**config.mk**
```make
export PLATFORM = sky130hd
export DESIGN_NAME = rgb_fade_sequencer
export DESIGN_NICKNAME = d
export VERILOG_FILES = /design/src/rtl/led_pkg.sv /design/src/rtl/pwm_channel.sv /design/src/rtl/rgb_fade_sequencer.sv
export SDC_FILE = /design/constraint.sdc
export NUM_CORES = 1
export LEC_CHECK = 0
export CAP_MARGIN = 10
export CORE_UTILIZATION = 60
export CTS_CLUSTER_SIZE = 8
export DETAILED_ROUTE_END_ITERATION = 8
export GPL_ROUTABILITY_DRIVEN = 0
export PLACE_DENSITY_LB_ADDON = 0.15
export SLEW_MARGIN = 20
export SYNTH_ARGS = -nofsm -noshare
export SYNTH_HDL_FRONTEND = slang
export SYNTH_HIERARCHICAL = 1
export SYNTH_SLANG_ARGS = --single-unit
```
**constraint.sdc**
```tcl
create_clock -name clk -period 7.37 [get_ports clk]
set_clock_uncertainty 0.15 [all_clocks]
set_input_delay 1.474 -clock clk [delete_from_list [all_inputs] [get_ports clk]]
set_output_delay 1.474 -clock clk [all_outputs]
set_load 0.02 [all_outputs]
```
**src/rtl/led_pkg.sv**
```systemverilog
// Shared types and the colour table for the RGB fade sequencer.
// Table entries are {R,G,B}, 8 bits per channel, indexed by colour_idx.
package led_pkg;

    typedef logic [2:0] color_idx_t;

    typedef enum logic [1:0] {
        IDLE,
        FADE,
        STEADY
    } fade_state_t;

    // Leftmost entry is index 7, rightmost is index 0.
    localparam logic [7:0][23:0] COLOR_TABLE = {
        24'h000000,  // 7 off
        24'hFFFFFF,  // 6 white
        24'hFF00FF,  // 5 magenta
        24'h0000FF,  // 4 blue
        24'h00FFFF,  // 3 cyan
        24'h00FF00,  // 2 green
        24'hFFFF00,  // 1 yellow
        24'hFF0000   // 0 red
    };

endpackage

```
**src/rtl/pwm_channel.sv**
```systemverilog
// One LED channel: registered duty that steps toward a target on each
// advance strobe, saturating exactly at the target, plus the PWM compare.
module pwm_channel #(
    parameter int PWM_BITS  = 8,
    parameter int FADE_STEP = 8
) (
    input  logic                clk,
    input  logic                rst_n,
    input  logic                clear,
    input  logic                advance,
    input  logic [PWM_BITS-1:0] target,
    input  logic [PWM_BITS-1:0] pwm_cnt,
    output logic                led,
    output logic                at_target
);

    localparam logic [PWM_BITS-1:0] STEP = PWM_BITS'(FADE_STEP);

    logic [PWM_BITS-1:0] duty_q;
    logic [PWM_BITS-1:0] duty_step;

    always_comb begin
        duty_step = duty_q;
        if (duty_q < target) begin
            duty_step = ((target - duty_q) <= STEP) ? target : duty_q + STEP;
        end else if (duty_q > target) begin
            duty_step = ((duty_q - target) <= STEP) ? target : duty_q - STEP;
        end
    end

    // True when the duty equals the target once this advance is applied,
    // so the sequencer can settle on the same wrap edge.
    assign at_target = (duty_step == target);

    always_ff @(posedge clk or negedge rst_n) begin
        if (!rst_n) begin
            duty_q <= '0;
        end else if (clear) begin
            duty_q <= '0;
        end else if (advance) begin
            duty_q <= duty_step;
        end
    end

    assign led = (pwm_cnt < duty_q);

endmodule

```
**src/rtl/rgb_fade_sequencer.sv**
```systemverilog
// Steps through the colour table on timer pulses and fades the three PWM
// duties linearly toward each new colour, one move per PWM period.
//
// state  | meaning
// IDLE   | disabled, duties held at 0, LEDs dark
// FADE   | at least one channel still moving toward its target
// STEADY | all channels at target, waiting for the next step
module rgb_fade_sequencer
    import led_pkg::*;
#(
    parameter int PWM_BITS  = 8,
    parameter int FADE_STEP = 8
) (
    input  logic       clk,
    input  logic       rst_n,
    input  logic       enable,
    input  logic       step,
    output logic       led_R,
    output logic       led_G,
    output logic       led_B,
    output logic [2:0] color_idx,
    output logic       busy
);

    fade_state_t         state_q;
    fade_state_t         state_d;
    color_idx_t          color_idx_q;
    logic [PWM_BITS-1:0] pwm_cnt;
    logic                wrap;
    logic                advance;
    logic                clear;
    logic                step_ok;
    logic [7:0]          tbl_r;
    logic [7:0]          tbl_g;
    logic [7:0]          tbl_b;
    logic [PWM_BITS-1:0] tgt_r;
    logic [PWM_BITS-1:0] tgt_g;
    logic [PWM_BITS-1:0] tgt_b;
    logic                at_r;
    logic                at_g;
    logic                at_b;

    assign wrap    = &pwm_cnt;
    assign clear   = !enable;
    assign step_ok = enable && step;
    assign advance = wrap && (state_q == FADE);

    always_ff @(posedge clk or negedge rst_n) begin
        if (!rst_n) begin
            pwm_cnt <= '0;
        end else begin
            pwm_cnt <= pwm_cnt + 1'b1;
        end
    end

    always_ff @(posedge clk or negedge rst_n) begin
        if (!rst_n) begin
            color_idx_q <= '0;
        end else if (step_ok) begin
            color_idx_q <= color_idx_q + 3'd1;
        end
    end

    always_ff @(posedge clk or negedge rst_n) begin
        if (!rst_n) begin
            state_q <= IDLE;
        end else begin
            state_q <= state_d;
        end
    end

    // Adjacent table entries always differ, so an accepted step always
    // changes the target and must keep (or put) the FSM in FADE.
    always_comb begin
        state_d = state_q;
        if (!enable) begin
            state_d = IDLE;
        end else begin
            case (state_q)
                IDLE:    state_d = FADE;
                FADE:    if (wrap && !step_ok && at_r && at_g && at_b) state_d = STEADY;
                STEADY:  if (step_ok) state_d = FADE;
                default: state_d = IDLE;
            endcase
        end
    end

    assign {tbl_r, tbl_g, tbl_b} = COLOR_TABLE[color_idx_q];
    assign tgt_r = PWM_BITS'(tbl_r >> (8 - PWM_BITS));
    assign tgt_g = PWM_BITS'(tbl_g >> (8 - PWM_BITS));
    assign tgt_b = PWM_BITS'(tbl_b >> (8 - PWM_BITS));

    pwm_channel #(.PWM_BITS(PWM_BITS), .FADE_STEP(FADE_STEP)) u_ch_r (
        .clk       (clk),
        .rst_n     (rst_n),
        .clear     (clear),
        .advance   (advance),
        .target    (tgt_r),
        .pwm_cnt   (pwm_cnt),
        .led       (led_R),
        .at_target (at_r)
    );

    pwm_channel #(.PWM_BITS(PWM_BITS), .FADE_STEP(FADE_STEP)) u_ch_g (
        .clk       (clk),
        .rst_n     (rst_n),
        .clear     (clear),
        .advance   (advance),
        .target    (tgt_g),
        .pwm_cnt   (pwm_cnt),
        .led       (led_G),
        .at_target (at_g)
    );

    pwm_channel #(.PWM_BITS(PWM_BITS), .FADE_STEP(FADE_STEP)) u_ch_b (
        .clk       (clk),
        .rst_n     (rst_n),
        .clear     (clear),
        .advance   (advance),
        .target    (tgt_b),
        .pwm_cnt   (pwm_cnt),
        .led       (led_B),
        .at_target (at_b)
    );

    assign color_idx = color_idx_q;
    assign busy      = (state_q == FADE);

endmodule

```
; ---- Word level (Yosys, flattened, before mapping)
; Memories as Yosys holds them, arrays and structs flattened.
; Index checks and enable logic that the tools add are counted.
[classes]
n_lt_le_gt_ge = 16
n_mux = 23
n_reduce_logical = 10
n_eq_ne = 8
add_sub_neg = 14
[op_table]
columns = cell, n
row1 = 2-to-1 mux 8 bit, 18
row2 = "less-or-equal comparator 8 x 4 -> 1 bit, second input constant", 6
row3 = < comparator 8 bit, 6
row4 = subtractor 8 bit, 6
row5 = "adder 8 x 4 -> 8 bit, second input constant", 3
row6 = == test 8 bit, 3
row7 = > comparator 8 bit, 3
row8 = 2-to-1 mux 24 bit, 1
row9 = "subtractor 8 x 4 -> 8 bit, second input constant", 3
row10 = "adder 8 x 1 -> 8 bit, second input constant", 1
row11 = AND reduction 8 bit, 1
row12 = logical AND 1 bit, 6
row13 = 2-to-1 mux 2 bit, 3
row14 = case mux 2 bit (3 select lines), 1
row15 = "< comparator 3 x 4 -> 1 bit, second input constant", 1
row16 = "adder 3 x 1 -> 3 bit, second input constant", 1
row17 = "!= test 3 x 2 -> 1 bit, second input constant", 1
row18 = "!= test 3 bit, second input constant", 1
row19 = "== test 2 x 1 -> 1 bit, second input constant", 1
row20 = "== test 2 bit, second input constant", 1
row21 = zero test 2 bit, 1
row22 = "!= test 2 x 1 -> 1 bit, second input constant", 1
row23 = AND reduction 2 bit, 1
row24 = zero test 1 bit, 1
[word_totals]
rom_bits = 192
n_memories = 1
regBits = 37
[memory_table]
columns = name, depth, width, read_ports, rd_clocked_by_memory_dff, write_ports, line
row1 = (no name shown), 8, 24, 1, 0, 0, rgb_fade_sequencer.sv:88  ; assign {tbl_r, tbl_g, tbl_b} = COLOR_TABLE[color_idx_q];

; ---- Logic depth before layout (Yosys ltp)
; Gate-level depths: netlist of the first run.
[logic_depth]
depth_word = 14
ltp_mapped = 20
depth_no_buf = 17

; ---- Hierarchy
; The synthesis of the first run kept the hierarchy.
[modules_own_cells]
columns = module, instances, cells_per_inst, seq_area_each_um2, area_per_inst_um2
row1 = pwm_channel, 3, 241, 200.2, 1899.3
row2 = rgb_fade_sequencer, 1, 54, 325.3, 600.6

; ---- Worst setup path after synthesis of the first run
; OpenSTA, ideal clock, no wires.
[synth_timing]
path_kind = register to register
startpoint = register color_idx_q[2], in the netlist color_idx[2]
endpoint = register state_q[0]
arrival_time_ns = 5.951
slack_ns = 1.148
period_less_slack_ns = 6.222
setup_time_ns = 0.120
path_stages_with_launch = 18
path_buffers = 2
cell_sequence = dfrtp_1 > o21ai_0 > inv_1 > ha_1 > buf_4 > nor3b_1 > a221oi_2 > o311ai_1 > a2111oi_2 > and3_1 > buf_6 > o21ai_1 > a311oi_1 > o211ai_1 > nor3_2 > and3_1 > nand3_1 > o211a_1
[synth_via]
elab_chain_cells = 13
[synth_lines]
columns = element, line
row1 = start: declaration, rgb_fade_sequencer.sv:27  ; color_idx_t color_idx_q;
row2 = start signal: assignment, rgb_fade_sequencer.sv:60  ; color_idx_q <= color_idx_q + 3'd1;
row3 = memory (8 x 24 bit) (*), n/a
row4 = 2-to-1 mux 24 bit (not written as such) (*), rgb_fade_sequencer.sv:88
row5 = net tbl_r[0], rgb_fade_sequencer.sv:33  ; logic [7:0] tbl_r;
row6 = subtractor 8 bit, pwm_channel.sv:27  ; duty_step = ((duty_q - target) <= STEP) ? target : duty_q - STEP;
row7 = less-or-equal comparator 8 x 4 -> 1 bit, pwm_channel.sv:27
row8 = 2-to-1 mux 8 bit, pwm_channel.sv:27
row9 = 2-to-1 mux 8 bit, pwm_channel.sv:26  ; end else if (duty_q > target) begin
row10 = 2-to-1 mux 8 bit, pwm_channel.sv:24  ; if (duty_q < target) begin
row11 = == test 8 bit (*), pwm_channel.sv:33  ; assign at_target = (duty_step == target);
row12 = net at_r, rgb_fade_sequencer.sv:39  ; logic at_r;
row13 = logical AND 1 bit (*) (3 in a row), rgb_fade_sequencer.sv:81  ; FADE: if (wrap && !step_ok && at_r && at_g && at_b) state_d = STEADY;
row14 = != test 3 x 2 -> 1 bit (no line) (*), n/a
row15 = AND reduction 2 bit (no line) (*), n/a
row16 = end signal: assignment, rgb_fade_sequencer.sv:68  ; state_q <= state_d;
row17 = end: declaration, rgb_fade_sequencer.sv:25  ; fade_state_t state_q;
; Mark *: on every way through the listed nets, which the timed path passes. The rest lies on a longest branch. The select of a mux whose other input is x is not followed.
; A chain may end at the register's enable or synchronous reset.

; ---- Worst setup path in the final report of the first run
[layout_timing]
startpoint = register color_idx_q[0], in the netlist color_idx[0]
endpoint = register state_q[0]
; The elaborated chain is that of the path after synthesis.

==> results of run 1 <==
-- layer usage --
metal | GRT usage, % | share of wire (%) | vias up
met5 | 0 | 0 | -
met2 | 48.1 | 47 | 195
met1 | 37.7 | 45 | 2729
li1 | - | - | 2812
met3 | 4.32 | 5.2 | 28
met4 | 9.39 | 2.0 | 0
-- power groups by stage --
| stage | clock network, mW | registers, mW | logic (mW) |
|---|---|---|---|
| CTS | 0.151 | 0.232 | 1.92 |
| global placement | 0 | 0.234 | 1.84 |
| detailed placement | 0 | 0.236 | 1.91 |
| finish | 0.146 | 0.232 | 1.95 |
| global route | 0.157 | 0.234 | 2.14 |
| floorplan | 0 | 0.239 | 1.65 |
-- sequential cells by signal (all words and copies together), names as in the netlist --
name and flops:
u_ch_r/duty_q 8, state_q 2, pwm_cnt 8, color_idx 3, u_ch_g/duty_q 8, u_ch_b/duty_q 8
-- cells by family (layout without fill, tap and decap cells) --
| logic type | count (synthesis) | after routing | synth area share (%) |
|---|---|---|---|
| flip-flops | 37 | 37 | 14.7 |
| adder cells (fa/ha/maj) | 75 | 75 | 14.9 |
| XOR/XNOR | 50 | 50 | 6.95 |
| AND/OR/NAND/NOR | 238 | 238 | 19.9 |
| AO/OA/AOI/OAI | 239 | 239 | 30.4 |
| multiplexers | 23 | 23 | 3.67 |
| buffers and inverters | 115 | 92 | 9.48 |
-- worst max-delay path: cells and delay by family, from the launching register on --
family                   cells  cell delay (ns)
AO/OA/AOI/OAI                8             1.96
flip-flops                   1             0.48
AND/OR/NAND/NOR              6             1.49
buffers and inverters        2             0.50
adder cells (fa/ha/maj)      2             0.79
-- placed cells by master (no fill, tap or decap), types with 10 or more instances in the layout --
cell	count
a211oi_1	12
o21ai_1	18
nand2_1	35
a21oi_1	39
nand2b_1	24
inv_1	67
and3_1	10
o21ai_0	35
xnor2_1	44
mux2i_1	21
dfrtp_1	37
ha_1	75
nor2b_1	13
nand4b_1	10
a21o_1	15
nand3_1	31
a31oi_1	12
nor3_1	31
nor2_1	53
-- area by class of cell --
cell class,instances,area (µm²),share of cell area [%]
Sequential cell,37,926,14.5
Tap cell,136,170,2.67
Clock buffer,6,72.6,1.14
Timing Repair Buffer,14,125,1.96
Clock inverter,2,10.0,0.157
Inverter,70,270,4.23
Multi-Input combinational cell,625,4810,75.3
-- per-stage QoR --
step | instances | worst slack [ns] | cell area [µm²] | utilization [%] | power (mW)
2_1_floorplan | 777 | 1.15 | 6300 | - | 1.89
3_3_place_gp | 882 | 2.13 | 6300 | 61.6 | 2.07
3_5_place_dp | 882 | 2.00 | 6300 | 61.6 | 2.14
4_1_cts | 890 | 1.96 | 6380 | 62.4 | 2.30
5_1_grt | 890 | 1.57 | 6380 | 62.4 | 2.53
6_report | 890 | 1.89 | 6380 | 62.4 | 2.32
-- worst min path at each step --
stage / startpoint / endpoint / slack (ns) / cells after the start
detailed placement: pwm_cnt[0]$_DFF_PN0_ / pwm_cnt[0]$_DFF_PN0_ / 0.38 / 1
floorplan: pwm_cnt[0]$_DFF_PN0_ / pwm_cnt[0]$_DFF_PN0_ / 0.31 / 1
global placement: pwm_cnt[0]$_DFF_PN0_ / pwm_cnt[0]$_DFF_PN0_ / 0.37 / 1
CTS: pwm_cnt[0]$_DFF_PN0_ / pwm_cnt[0]$_DFF_PN0_ / 0.39 / 1
global route: pwm_cnt[0]$_DFF_PN0_ / pwm_cnt[0]$_DFF_PN0_ / 0.42 / 1
finish: pwm_cnt[0]$_DFF_PN0_ / pwm_cnt[0]$_DFF_PN0_ / 0.39 / 1
==> flow_results.org, run 1 <==
** Critical path
- Among all stages on the critical path, the largest delay is contributed by and3_1.
- The worst setup path is captured at a flop.
- STA classifies the critical path startpoint as a flop.
- The signal on the critical path passes through ha_1 -> nand2_1 -> o21ai_2 -> buf_4 -> inv_1 -> ha_1 -> nor2b_1 -> a221oi_2 -> o311ai_1 -> a2111oi_2 -> and3_1 -> o21ai_1 -> a311oi_1 -> o211ai_1 -> nor3_2 -> and3_1 -> nand3_1 -> o211a_1.
- Count of cells along the worst register-to-register path :: 18
- Data on the critical path arrives at its endpoint at 5.52 ns.
- The worst register-to-register path begins at color_idx[0]$_DFFE_PN0P_.
- Start point of the critical path :: color_idx[0]$_DFFE_PN0P_
- In this run the worst path has a maximum fanout of 21.
- Timing endpoint of the critical path :: state_q[0]$_DFFE_PN0P_
- Worst reg-to-reg setup slack :: 1.89 ns
- In this run the critical register-to-register path is captured at state_q[0]$_DFFE_PN0P_.
- In this design, the stage delay of the slowest critical-path cell is 0.65 ns.
- At the worst endpoint, the required time is 7.41 ns.
- The critical path is of the reg2reg type.

** Routing
- Once detail routing completed, the nets flagged for antenna violations numbered 0.
- For this block, the via count after detailed routing is 5,764.
- Number of optimization iterations in the first detailed-route pass :: 6
- Post-Route WL :: 15.6 mm
- The first routing iteration left 428 violations.
- Post-detailed-route DRC marker count :: 0
- Dividing the detail-routed wire length by the instance count gives 17.5 µm.
- Via-to-Cell Ratio :: 6.48

** CTS
- TritonCTS built the clock tree.
- CTS root buffer :: clkbuf_8
- The clock passes through at most 2 buffers.
- Number of buffers created by CTS :: 5
- Total of cells resized after clock tree synthesis :: 0
- Buffers inserted by post-CTS timing repair :: 0
- Max H-tree Level :: 2
- After clock tree synthesis, the clock-pin slew on the worst setup and hold paths is 0.08 ns.
- Number of hold buffers added after CTS :: 0
- For this design, the sink count on the clock tree is 37.
- The clock reaches the later pin of the worst-skew pair after 0.30 ns.

** Logic synthesis
- After synthesis the netlist holds a flip-flop and latch count of 37.
- Dominant cell type by area after synthesis :: ha_1
- Area fraction of the dominant cell type after synthesis :: 14.9%
- Synth Warn # :: 6
- By count the netlist is led by ha_1 (75), inv_1 (67), nor2_1 (53).
- Syn_nets :: 856
- By area the synthesized netlist is led by ha_1 (15%), dfrtp_1 (15%), xnor2_1 (6.1%).
- Syn Area/Cell :: 8.11 µm²
- In the synthesized netlist the dominant register cell turns out to be dfrtp_1.
- Yosys mapped a number of flops with a built-in enable equal to 0.
- Yosys mapped the design onto 62 distinct sky130hd cell types.
- The cell area that synthesis handed to floorplanning was 6300 µm².
- Share of synthesized area occupied by flip-flops and latches :: 14.7%
- Counting flops with an async set or reset pin after synthesis yields a share of 100%.
- Among all cell types in the netlist, the one instantiated most often is ha_1.
- After technology mapping, the gate count stands at 777.

** Power and ir drop
- In this run, the clock network consumes 6.3% of the power.
- Power per cell area :: 364 nW/µm²
- Summed over all cells, the static leakage comes to 2.55 nW.
- Net switching is 57.3% of the power.
- In this run, flip-flops and latches consume 10.0% of the power.
- In this run the power spent charging and discharging nets is 1.33 mW.
- Peak supply drop :: 0.000206 V
- Internal Pwr Total :: 993 µW
- Of the total power, combinational logic draws 83.7%.

** STA
- Headroom to the max-slew limit :: 33.8%
- Final Hold Vio Count :: 0
- Hold_ws :: 0.395 ns
- Setup violations remaining at the end of the flow were counted as 0.
- Highest clock rate :: 0.182 GHz
- The smallest clock period supported by the final layout is computed as 5.48 ns.
- At the pin with the least slew margin, the transition time is 0.993 ns.
- Final-report max-slew violation count :: 0
- Period utilization :: 74.4%
- RSZ-0062 raised after global routing :: no
- Final TNS setup :: 0 ns

** Placed design
- Port-buffer cells :: 10
- HPWL reported at the end of detailed placement :: 11.5 mm

** Worst hold path
- Hold WC Path Type :: reg2reg

** Global route
- Grt ovf :: 0
- All-Layer GR Usage :: 28.7%
- Largest net degree at the start of global routing :: 38
- The initial antenna violation count is 0.
- The first global-routing pass estimated 25.9 mm of wire.
- Vias in the first global route :: 5,414

** Final layout
- Inserted Diodes :: 0
- Layout fillers :: 890
- Synthesis-to-finish area growth :: 1.33%
- The final layout contains 832 nets.
- Share of cells above drive strength 1 :: 9.02%

** Floorplanning
- Area of the die :: 10,900 µm²
- The region available for standard cell placement spans 10,200 µm².
- Die outline height :: 104 µm
- For this design the top-level I/O count stands at 11.
- Initial cell density of the core :: 61.6%
- Row count :: 37
- The die is 104 µm wide.

** Outcome
- Result of the run :: complete, no violations

** Run
- Max-cap violations in this run came to 0.
Note: power is estimated with default switching activity, not from simulation.
==> run 2, diff against run 1 <==
==> constraint.sdc (replaced) <==
create_clock -name clk -period 5.3 [get_ports clk]
set_clock_uncertainty 0.15 [all_clocks]
set_input_delay 1.06 -clock clk [delete_from_list [all_inputs] [get_ports clk]]
set_output_delay 1.06 -clock clk [all_outputs]
set_load 0.02 [all_outputs]
==> flow_results.org, run 2 (same netlist as run 1, synthesis figures left out) <==
** STA
- Final setup violation count :: 0
- Shortest period the worst path allows :: 4.92 ns
- Setup repair after global routing left no endpoint under its margin.
- Final Hold Vio Count :: 0
- Final-report max-slew violation count :: 0
- Final TNS setup :: 0 ns
- The worst path uses 92.8% of the clock period.
- For this run, the top clock speed supported by timing is 0.203 GHz.
- Headroom to the max-slew limit came out at 32.3%.
- For the pin with the worst max-slew slack, the measured transition is 1.01 ns.
- Hold_ws :: 0.407 ns

** Final layout
- The top cell types in the final layout, fill and taps aside, are ha_1 (75), inv_1 (67), nor2_1 (53).
- Sequential cell area :: 926 µm²
- Most common library cell in the layout ignoring fill and taps :: ha_1
- Cells with a size suffix above 1 make up 11.2% of the layout.
- From synthesis to final layout, the design area changed by 4.03%.
- The multi-input combinational cells in the finished layout cover a total of 4810 µm².
- The repair_antennas step left the layout with diodes totalling 0.
- Layout fillers :: 886
- Layout net count :: 849

** Global route
- The number of global-route vias before repair was 5,402.
- Wire length of the first global-routing pass :: 26.2 mm
- Grt ovf :: 0
- The initial antenna violation count was 0.
- Largest net degree at the start of global routing :: 38
- Global routing consumed, over all layers together, 29.0% of the routing resources.

** Outcome
- The flow ran to the end, and the final reports show no timing, DRC or antenna violations.

** Worst hold path
- In this run the most critical hold path is launched from pwm_cnt[0]$_DFF_PN0_.
- Along the worst hold path, the cell count comes to 1.
- Hold WC Path Type :: reg2reg
- For hold timing, the worst endpoint is pwm_cnt[0]$_DFF_PN0_.

** Critical path
- Data arrives at the worst endpoint at 4.96 ns.
- Largest stage delay on the critical path :: 0.57 ns
- CP dominant cell by count :: and3_1
- Measured in cells, the most critical reg-to-reg path has a length of 16.
- Data on the critical path is required at its endpoint by 5.34 ns.
- The number of buffers and inverters on the critical path is 2.
- The critical path crosses 16 cells after its start point.
- Reg-to-Reg Start :: color_idx[0]$_DFFE_PN0P_
- The worst setup path is of the reg2reg kind.
- Of all nets on the critical path, the largest fanout is 12.
- The signal on the critical path passes through mux2i_4 -> inv_1 -> ha_1 -> nor2b_1 -> a221oi_2 -> o311ai_1 -> a2111oi_2 -> and3_1 -> buf_4 -> a21oi_1 -> o21ai_0 -> o211ai_1 -> nor3_2 -> and3_1 -> nand3_1 -> o211a_1.
- In this run the critical register-to-register path is captured at state_q[0]$_DFFE_PN0P_.
- The setup check on the worst reg-to-reg path leaves a slack of 0.38 ns.
- Family with the most delay on the worst path :: compound AO/OA/AOI/OAI gates
- STA classifies the critical path endpoint as a flop.
- Startpoint class of the critical path :: flop
- On the critical path, the stage with the largest delay is an instance of and3_1.

** Routing
- After the first detailed-routing iteration, the DRC count stood at 443.
- Summing over every cut layer, the via total after detailed routing is 5,820.
- Post-Route WL :: 15.7 mm
- Residual antenna-violating net count after detailed routing :: 0
- Post-detailed-route DRC marker count :: 0
- After detailed routing, the average wire length per cell comes to 17.3 µm.
- In the routed layout, each cell is associated on average with a via count of 6.42.
- Number of optimization iterations in the first detailed-route pass :: 5

** CTS
- In this run the deepest clock path goes through 2 buffers.
- Counting the buffers created by CTS gives 5.
- Hold repair after CTS inserted 0 buffers.
- Clock-pin slew was measured on the worst setup and hold paths at 0.09 ns.
- The clock tree synthesis step divided the H-tree into 2 levels.
- CTS root buffer :: clkbuf_8
- The later pin in the worst-skew pair is clocked with a latency of 0.30 ns.
- Total number of clock tree sinks :: 37
- TritonCTS built the clock tree.

** Floorplanning
- Die width :: 104 µm
- Initial cell density of the core :: 61.6%
- Area of the die :: 10,900 µm²
- IO Count :: 11
- After floorplanning, the core was divided into 37 placement rows.
- Die outline height :: 104 µm
- The core region is 10,200 µm².

** Run
- Number of max-capacitance violations reported :: 0

** Power and ir drop
- Leakage :: 2.65 nW
- Power per cell area :: 518 nW/µm²
- Design Power :: 3.40 mW
- Across the VDD grid, the largest voltage drop is 0.000443 V.

** Placed design
- Port buffering added 10 buffers.
- The wire-length estimate of the detail-placed layout is 11.5 mm.
==> run 2: layout make-up <==
type	instances	share of cell area (%)
flip-flops and latches	37	14.1
inverters	70	4.12
well taps	136	2.60
multi-input cells	625	73.4
clock inverters	2	0.592
repair buffers	31	4.05
clock buffers	6	1.11
==> run 2: worst max-delay path by stage <==
stage / to / startpoint
finish: state_q[0]$_DFFE_PN0P_ / color_idx[0]$_DFFE_PN0P_
detailed placement: state_q[0]$_DFFE_PN0P_ / color_idx[0]$_DFFE_PN0P_
global placement: state_q[0]$_DFFE_PN0P_ / color_idx[0]$_DFFE_PN0P_
floorplan: state_q[0]$_DFFE_PN0P_ / color_idx[2]$_DFFE_PN0P_
CTS: state_q[0]$_DFFE_PN0P_ / color_idx[0]$_DFFE_PN0P_
global route: state_q[0]$_DFFE_PN0P_ / color_idx[0]$_DFFE_PN0P_
==> run 2: metrics by stage <==
stage	cell area (µm²)	setup slack (ns)	util, %	instances
finish	6550	0.383	64.0	907
global route	6550	0.108	64.0	907
CTS	6490	0.250	63.5	901
detailed placement	6380	0.299	62.4	893
global placement	6380	0.507	62.4	893
floorplan	6310	0.0775	-	777
==> run 2: repair_timing <==
| action | CTS | global route |
|---|---|---|
| resized for setup | 0 | 1 |
| endpoints found under the hold margin | 0 | 0 |
| buffers inserted | 0 | 6 |
| endpoints found under the setup margin | 0 | 2 |
==> run 2: power breakdown <==
group          total (mW)  leakage [nW]  internal (mW)  switching (mW)
clock               0.257        0.0554          0.142           0.116
combinational        2.82          2.10           1.09            1.72
sequential          0.323         0.494          0.294          0.0292
==> run 2: per-layer routing <==
layer	wire length (µm)	up-vias	track usage [%]
met5	0	-	0
met3	878	11	3.26
met2	7580	174	49.6
met4	116	0	6.73
li1	-	2851	-
met1	7140	2784	38.8
